**config.mk**
```make
export PLATFORM = sky130hd
export DESIGN_NAME = lsu
export DESIGN_NICKNAME = d
export VERILOG_FILES = /design/src/rtl/lsu_pkg.sv /design/src/rtl/lsu_align.sv /design/src/rtl/lsu.sv
export SDC_FILE = /design/constraint.sdc
export NUM_CORES = 1
export LEC_CHECK = 0
export BUFFER_PORTS_ARGS = -buffer_cell sky130_fd_sc_hd__clkbuf_2
export CORE_MARGIN = 1
export CORE_UTILIZATION = 53
export DETAILED_ROUTE_END_ITERATION = 7
export PLACE_DENSITY = 0.82
export SLEW_MARGIN = 20
export SYNTH_ARGS = -nofsm -noshare
export SYNTH_HDL_FRONTEND = slang
export SYNTH_SLANG_ARGS = --single-unit
```
**constraint.sdc**
```tcl
create_clock -name i_clk -period 3.6 [get_ports i_clk]
set_clock_uncertainty 0.2 [all_clocks]
set_input_delay 0.54 -clock i_clk [delete_from_list [all_inputs] [get_ports i_clk]]
set_output_delay 0.54 -clock i_clk [all_outputs]
set_load 0.005 [all_outputs]
```
**src/rtl/lsu_pkg.sv**
```systemverilog
// Shared types and helpers for the load/store unit: state encodings, funct3 size codes,
// and the decode-time legality checks.
package lsu_pkg;

  localparam int unsigned LSU_TMO_W = 8;

  localparam logic [1:0] ST_IDLE   = 2'd0;
  localparam logic [1:0] ST_REQ    = 2'd1;
  localparam logic [1:0] ST_WAIT_R = 2'd2;
  localparam logic [1:0] ST_DONE   = 2'd3;

  typedef enum logic [2:0] {
    LS_B  = 3'b000,
    LS_H  = 3'b001,
    LS_W  = 3'b010,
    LS_BU = 3'b100,
    LS_HU = 3'b101
  } LsuSize_e;

  // Unsigned sizes exist only for loads; everything else outside b/h/w is illegal.
  function automatic logic lsu_f3_bad(input logic st, input logic [2:0] f3);
    logic bad;
    case (f3)
      LS_B, LS_H, LS_W: bad = 1'b0;
      LS_BU, LS_HU:     bad = st;
      default:          bad = 1'b1;
    endcase
    return bad;
  endfunction

  function automatic logic lsu_misaligned(input logic [2:0] f3, input logic [1:0] off);
    logic mis;
    case (f3[1:0])
      2'b01:   mis = off[0];
      2'b10:   mis = (off != 2'b00);
      default: mis = 1'b0;
    endcase
    return mis;
  endfunction

endpackage

```
**src/rtl/lsu_align.sv**
```systemverilog
// Byte-lane steering: store byte enables and lane replication, plus load extraction
// with sign/zero extension. Purely combinational.
module lsu_align
  import lsu_pkg::*;
(
  input  logic [2:0]  i_funct3,
  input  logic [1:0]  i_off,
  input  logic [31:0] i_st_data,
  input  logic [31:0] i_rdata,
  output logic [3:0]  o_be,
  output logic [31:0] o_wdata,
  output logic [31:0] o_ld_data
);

  logic [31:0] shifted_s;
  logic        sext_s;

  // Lane selection by access size; funct3[2] marks the zero-extending loads
  always_comb begin
    shifted_s = i_rdata >> {i_off, 3'b000};
    sext_s    = ~i_funct3[2];
    o_be      = 4'b0000;
    o_wdata   = 32'h0000_0000;
    o_ld_data = 32'h0000_0000;
    case (i_funct3[1:0])
      2'b00: begin
        o_be      = 4'b0001 << i_off;
        o_wdata   = {4{i_st_data[7:0]}};
        o_ld_data = {{24{sext_s & shifted_s[7]}}, shifted_s[7:0]};
      end
      2'b01: begin
        o_be      = 4'b0011 << i_off;
        o_wdata   = {2{i_st_data[15:0]}};
        o_ld_data = {{16{sext_s & shifted_s[15]}}, shifted_s[15:0]};
      end
      2'b10: begin
        o_be      = 4'b1111;
        o_wdata   = i_st_data;
        o_ld_data = shifted_s;
      end
      default: begin
        o_be      = 4'b0000;
        o_wdata   = 32'h0000_0000;
        o_ld_data = 32'h0000_0000;
      end
    endcase
  end

endmodule

```
**src/rtl/lsu.sv**
```systemverilog
// Load/store unit: accepts a decoded memory op, runs req/gnt/rvalid on the data bus
// with a timeout, and returns extended load data with fault flags on a one-cycle done.
module lsu
  import lsu_pkg::*;
#(
  parameter int unsigned TIMEOUT_CYC = 255
) (
  input  logic        i_clk,
  input  logic        i_rst,
  input  logic        i_lsu_valid,
  input  logic        i_st_mem,
  input  logic [2:0]  i_funct3,
  input  logic [31:0] i_addr,
  input  logic [31:0] i_st_data,
  output logic        o_stall,
  output logic        o_done,
  output logic [31:0] o_ld_data,
  output logic        o_misalign,
  output logic        o_bus_err,
  output logic        o_mem_req,
  output logic        o_mem_we,
  output logic [31:0] o_mem_addr,
  output logic [3:0]  o_mem_be,
  output logic [31:0] o_mem_wdata,
  input  logic        i_mem_gnt,
  input  logic        i_mem_rvalid,
  input  logic [31:0] i_mem_rdata
);

  localparam logic [LSU_TMO_W-1:0] TMO_LAST = LSU_TMO_W'(TIMEOUT_CYC - 1);

  logic [1:0]           state_q, state_d;
  logic [LSU_TMO_W-1:0] cnt_q, cnt_d;
  logic                 st_q, st_d;
  logic [2:0]           f3_q, f3_d;
  logic [31:0]          addr_q, addr_d;
  logic [3:0]           be_q, be_d;
  logic [31:0]          wdata_q, wdata_d;
  logic [31:0]          ld_data_q, ld_data_d;
  logic                 misalign_q, misalign_d;
  logic                 bus_err_q, bus_err_d;

  logic [3:0]  st_be_s;
  logic [31:0] st_wdata_s;
  logic [31:0] ld_ext_s;
  logic [31:0] st_ld_unused_s;
  logic [3:0]  ld_be_unused_s;
  logic [31:0] ld_wdata_unused_s;

  // Store lanes come from the live request so they can be latched at accept time.
  lsu_align u_align_st (
    .i_funct3  (i_funct3),
    .i_off     (i_addr[1:0]),
    .i_st_data (i_st_data),
    .i_rdata   (32'h0000_0000),
    .o_be      (st_be_s),
    .o_wdata   (st_wdata_s),
    .o_ld_data (st_ld_unused_s)
  );

  lsu_align u_align_ld (
    .i_funct3  (f3_q),
    .i_off     (addr_q[1:0]),
    .i_st_data (32'h0000_0000),
    .i_rdata   (i_mem_rdata),
    .o_be      (ld_be_unused_s),
    .o_wdata   (ld_wdata_unused_s),
    .o_ld_data (ld_ext_s)
  );

  // Access sequencing, timeout counting and result capture
  always_comb begin
    state_d    = state_q;
    cnt_d      = cnt_q;
    st_d       = st_q;
    f3_d       = f3_q;
    addr_d     = addr_q;
    be_d       = be_q;
    wdata_d    = wdata_q;
    ld_data_d  = ld_data_q;
    misalign_d = misalign_q;
    bus_err_d  = bus_err_q;
    case (state_q)
      ST_IDLE: begin
        if (i_lsu_valid) begin
          st_d    = i_st_mem;
          f3_d    = i_funct3;
          addr_d  = i_addr;
          be_d    = st_be_s;
          wdata_d = st_wdata_s;
          if (lsu_f3_bad(i_st_mem, i_funct3)) begin
            bus_err_d = 1'b1;
            state_d   = ST_DONE;
          end else if (lsu_misaligned(i_funct3, i_addr[1:0])) begin
            misalign_d = 1'b1;
            state_d    = ST_DONE;
          end else begin
            cnt_d   = {LSU_TMO_W{1'b0}};
            state_d = ST_REQ;
          end
        end else begin
          state_d = ST_IDLE;
        end
      end
      ST_REQ: begin
        cnt_d = cnt_q + {{(LSU_TMO_W-1){1'b0}}, 1'b1};
        // A load granted in the last budget cycle cannot see rvalid in time.
        if (i_mem_gnt && st_q) begin
          state_d = ST_DONE;
        end else if (cnt_q == TMO_LAST) begin
          bus_err_d = 1'b1;
          state_d   = ST_DONE;
        end else if (i_mem_gnt) begin
          state_d = ST_WAIT_R;
        end else begin
          state_d = ST_REQ;
        end
      end
      ST_WAIT_R: begin
        cnt_d = cnt_q + {{(LSU_TMO_W-1){1'b0}}, 1'b1};
        if (i_mem_rvalid) begin
          ld_data_d = ld_ext_s;
          state_d   = ST_DONE;
        end else if (cnt_q == TMO_LAST) begin
          bus_err_d = 1'b1;
          state_d   = ST_DONE;
        end else begin
          state_d = ST_WAIT_R;
        end
      end
      ST_DONE: begin
        ld_data_d  = 32'h0000_0000;
        misalign_d = 1'b0;
        bus_err_d  = 1'b0;
        state_d    = ST_IDLE;
      end
      default: begin
        state_d = ST_IDLE;
      end
    endcase
  end

  // State and datapath registers
  always_ff @(posedge i_clk) begin
    if (i_rst) begin
      state_q    <= ST_IDLE;
      cnt_q      <= {LSU_TMO_W{1'b0}};
      st_q       <= 1'b0;
      f3_q       <= 3'b000;
      addr_q     <= 32'h0000_0000;
      be_q       <= 4'b0000;
      wdata_q    <= 32'h0000_0000;
      ld_data_q  <= 32'h0000_0000;
      misalign_q <= 1'b0;
      bus_err_q  <= 1'b0;
    end else begin
      state_q    <= state_d;
      cnt_q      <= cnt_d;
      st_q       <= st_d;
      f3_q       <= f3_d;
      addr_q     <= addr_d;
      be_q       <= be_d;
      wdata_q    <= wdata_d;
      ld_data_q  <= ld_data_d;
      misalign_q <= misalign_d;
      bus_err_q  <= bus_err_d;
    end
  end

  assign o_stall     = i_lsu_valid & (state_q != ST_DONE);
  assign o_done      = (state_q == ST_DONE);
  assign o_ld_data   = ld_data_q;
  assign o_misalign  = misalign_q;
  assign o_bus_err   = bus_err_q;
  assign o_mem_req   = (state_q == ST_REQ);
  assign o_mem_we    = o_mem_req & st_q;
  assign o_mem_addr  = {addr_q[31:2], 2'b00};
  assign o_mem_be    = o_mem_req ? be_q : 4'b0000;
  assign o_mem_wdata = wdata_q;

endmodule

```
=== Word level (Yosys, flattened, before mapping) ===
Index checks and enable logic that the tools add are counted.

* Register bits: 116
* Output and inout bits: 106
* Word-level logic and storage cells: 93

* $add $sub $neg: 1
* Mux-type cells: 36
* Eq/ne operators: 21
* Shift-type cells: 3
* Reductions and logical operators: 17
* Bitwise operators: 5

{| class="wikitable"
|+ Operator list
! kind !! count
|-
| case mux 32 bit (3 select lines) || 2
|-
| case mux 32 bit (2 select lines) || 1
|-
| two-way mux 32 bit || 1
|-
| >> shifter 32 x 5 -> 32 bit || 1
|-
| two-way mux 8 bit || 3
|-
| inequality test 2 bit, second input constant || 9
|-
| case mux 8 bit (2 select lines) || 1
|-
| two-way mux 1 bit || 15
|-
| two-way mux 2 bit || 6
|-
| case mux 4 bit (3 select lines) || 1
|-
| AND reduction 4 bit || 3
|-
| adder 8 x 1 -> 8 bit, second input constant || 1
|-
| == test 2 bit, second input constant || 4
|-
| == test 8 bit, second input constant || 1
|-
| case mux 2 bit (4 select lines) || 1
|-
| nonzero test 2 bit || 4
|-
| == test 2 x 1 -> 1 bit, second input constant || 3
|-
| == test 3 bit, second input constant || 2
|-
| logical NOT 2 bit || 3
|-
| case mux 1 bit (2 select lines) || 3
|-
| bitwise AND 1 bit || 4
|-
| two-way mux 4 bit || 1
|-
| case mux 1 bit (4 select lines) || 1
|-
| AND reduction 2 bit || 2
|-
| 9 further kinds || 10
|}

=== Depth between registers and ports, before layout ===
* Word-level depth: 12
* Mapped depth: 9
* Depth with buffers taken out: 7

=== Hierarchy ===
From an unflattened synthesis, not the netlist that was laid out.

* Cells, all modules: 972
* Area total of the unflattened synthesis: 7294.5 sq um

{| class="wikitable"
|+ Modules (own cells, without submodules)
! module !! sequential area each (sq um) !! area each (sq um) !! cells an instance !! times used
|-
| lsu || 2322.2 || 4817.1 || 592 || 1
|-
| lsu_align || 0.0 || 1238.7 || 190 || 2
|}

=== Worst setup path after synthesis ===
Ideal clock, no wire load.

* Kind: in2reg
* Start point: input port i_funct3[0]
* End point: register cnt_q[2]
* Arrival time: 1907 ps
* Buffers on the path: 1
* Path slack: 1354 ps
* Stages on the path: 7
* Path through: inv_1 -> ha_1 -> clkbuf_1 -> o21ba_2 -> o21ai_0 -> o31ai_1 -> nor2_1

* Cells in the longest elaborated chain, start to end: 7

{| class="wikitable"
|+ RTL lines
! what !! RTL line !! source
|-
| start, declared || lsu.sv:12 || <nowiki>input logic [2:0] i_funct3,</nowiki>
|-
| == test 3 x 1 -> 1 bit, or another cell as far along || lsu_pkg.sv:23 || <nowiki>case (f3)</nowiki>
|-
| OR reduction 3 bit, or another cell as far along || lsu_pkg.sv:23 ||
|-
| case mux 1 bit (2 select lines) / two-way mux 1 bit (equally long branches) || lsu_pkg.sv:23, lsu.sv:91 ||
|-
| two-way mux 1 bit || lsu.sv:85 || <nowiki>if (i_lsu_valid) begin</nowiki>
|-
| two-way mux 1 bit || lsu.sv:83 || <nowiki>case (state_q)</nowiki>
|-
| inequality test 2 bit (no source line) || - ||
|-
| AND reduction 4 bit (no source line) (*) || - ||
|-
| end signal, assigned || lsu.sv:147 || <nowiki>cnt_q <= {LSU_TMO_W{1'b0}};</nowiki>
|-
| end signal, assigned || lsu.sv:158 || <nowiki>cnt_q <= cnt_d;</nowiki>
|-
| end, declared || lsu.sv:33 || <nowiki>logic [LSU_TMO_W-1:0] cnt_q, cnt_d;</nowiki>
|}

Mark *: on every way between the ends. The rest lies on a longest branch, timed or not. The select of a mux whose other input is x is not followed.
A chain may end at the register's enable or synchronous reset.

=== Final worst setup path ===
* Start point: register state_q[0]
* End point: register wdata_q[8], in the netlist o_mem_wdata[8]

* Cells in the longest elaborated chain, start to end: 2

{| class="wikitable"
|+ RTL lines
! what !! RTL line !! source
|-
| start, declared || lsu.sv:32 || <nowiki>logic [1:0] state_q, state_d;</nowiki>
|-
| start signal, assigned || lsu.sv:157 || <nowiki>state_q <= state_d;</nowiki>
|-
| logical NOT 2 bit || lsu.sv:83 ||
|-
| AND reduction 2 bit (no source line) || - ||
|-
| end signal, assigned || lsu.sv:163 || <nowiki>wdata_q <= wdata_d;</nowiki>
|-
| end, declared || lsu.sv:38 || <nowiki>logic [31:0] wdata_q, wdata_d;</nowiki>
|}

Every way passes these cells.

==> flow_summary.toml <==
[pwr]
ir_drop_v = 0.0003635
power.leakage_nw = 3.111
power.density_nw_per_um2 = 586.5
power_mw = 4.058

[cells_and_area]
layout-drive-gt1-share = 0.3288
area_delta_synth_final_pct = 25.03
antenna_cells = 0
final_cell_mix = "clkbuf_2, dfxtp_1, nand2_1"
fin_nets = 912
final_cell_area_um2 = 6919
final_common_cell = "clkbuf_2"
final_core_util = 0.6951
fin_cells = 942

[route]
num_vias = 5403
wl_per_cell_um = 16.48
final_antenna_net_count = 0
drt_iter0_markers = 444
route.detailed.drc = 0
avgViaCountPerCell = 5.736
wirelength_um = 15530
drt_pass1_iterations = 6

[timing]
drv_slew = 0
slew-limit-headroom = 0.3361
rsz0062_at_grt = "false"
whs_ps = 44.11
fin_crit_sh = 0.7807
final_hold_viol_count = 0
fin_ws_ps = 789.6
min_period_ps = 2810
tightest_slew_ps = 992.2
final-setup-viol-count = 0
finalSetupTns_ps = 0
fmax_ghz = 0.3558

[floorplan]
io_pins = 211
die_w_um = 104.2
die-height_um = 104.2
die-area_um2 = 10850
core_region_area_um2 = 9955
row_count = 36
start_util = 0.5559

[clocking]
cts_tree = "yes"
cts.clk_slew.worst_paths_ps = 60
cts_num_sinks = 116
cts_setup_buffers = 0
h-tree-depth = 4
cts_root_buffer = "clkbuf_8"
insertion_delay_ps = 510
clockBufferDepth = 2
hold_buffers = 0
cts_resized = 0
cts_buffers = 17

[critical_path]
cp.arrival_ps = 3050
startpoint_type = "register"
startpoint = "state_q[0]"
path_class = "reg -> reg"
reg2reg_depth = 6
timing.rr.start = "state_q[0]"
worstSetupEndpointType = "register"
worst-path-max-fanout = 38
cp.required_ps = 3840

[global_routing]
grt_pass1_wl_um = 24880
antenna_found_initial = 0
grt_pass1_vias = 5109
track_usage = 0.2852
grt_max_degree = 87
overflow = 0

[synthesis]
synthesis.area_um2 = 5534
avgSynthCellArea_um2 = 8.607
synth-main-ff-cell = "dfxtp_1"
yosys.area.top_type_share = 0.4196
ys_async_sr_fraction = 0
yosys_warnings = 0
yosys_register_bits = 116
syn_inst = 643
synth_edf_count = 0
yosys.area.top_type = "dfxtp_1"
synth_seq_area_share = 0.4196
synth_area_leaders = "dfxtp_1, nand2_1, a21oi_1, buf_4, nor2_1"
ys_types = 55

[place]
hpwl_um = 11070
gp_congestion = 0.9241
placedCellCount = 910
place_area_um2 = 6336
place_ws_ps = 577.8
io_buffers = 208

[worst_hold_path]
hp-class = "in -> reg"
hp-start = "i_addr[25]"
whs_path_depth = 3

[run]
drv_cap = 0

[run_status]
status = "completed"
-- registers in the layout, indices dropped and copies added, names as in the netlist --
register / flops
addr_q: 32
o_misalign: 1
o_bus_err: 1
state_q: 2
be_q: 4
cnt_q: 8
f3_q: 3
o_mem_wdata: 32
st_q: 1
o_ld_data: 32
-- area by class of cell --
| cell class | instances | area [um2] |
|---|---|---|
| Multi-Input combinational cell | 438 | 2728 |
| Inverter | 9 | 33.78 |
| Timing Repair Buffer | 214 | 1086 |
| Clock buffer | 22 | 452.9 |
| Tap cell | 133 | 166.4 |
| Fill cell | 785 | 3035 |
| Clock inverter | 10 | 130.1 |
| Sequential cell | 116 | 2322 |
-- logic make-up after synthesis --
kind of cell,synth area share
adders and majority gates,0.02487
other,0.0006776
buffers and inverters,0.08863
and+or+nand+nor,0.1709
DFF,0.4196
AOI/OAI and AO/OA,0.2469
muxes,0.04205
xor gates and xnor gates,0.006330
-- final timing paths --
kind         slack (ps)              to
max                 790  o_mem_wdata[8]
min                  40      addr_q[25]
max reg2reg         790  o_mem_wdata[8]
min reg2reg         250            st_q
-- worst max-delay path, cell delays in order, from the launching register on --
cell     delay [ps]
dfxtp_1         330
inv_1           110
ha_1            330
nand2_2         450
nor2_1          920
a22oi_1         210
nor2_1          170
-- metal layers --
metal / up-vias / part of all wire / track usage
met5: - / 0 / 0
met4: 0 / 0.027 / 0.1245
met3: 39 / 0.077 / 0.06767
met2: 260 / 0.49 / 0.4890
met1: 2527 / 0.40 / 0.3391
li1: 2577 / - / -
-- synthesized netlist by cell type (all sizes together) (3+ instances only) --
master,number
dfxtp,116
nor2,58
a211oi,4
a21oi,60
mux2,8
or3,3
buf,45
nand4,3
nand2,97
clkbuf,36
a211o,7
a22oi,25
a32oi,7
nand3b,3
a22o,24
a221o,16
nor3,12
inv,9
xnor2,4
ha,11
o21ai,23
and2,9
mux2i,12
nor2b,10
a222oi,8
nand3,4
-- where the power goes --
part	switching, mW	internal [mW]	leakage (nW)
registers	0.0906	1.42	0.945
logic	0.528	0.357	1.88
clock network	0.580	1.08	0.285
No activity file was read; power rests on OpenSTA's default activity.
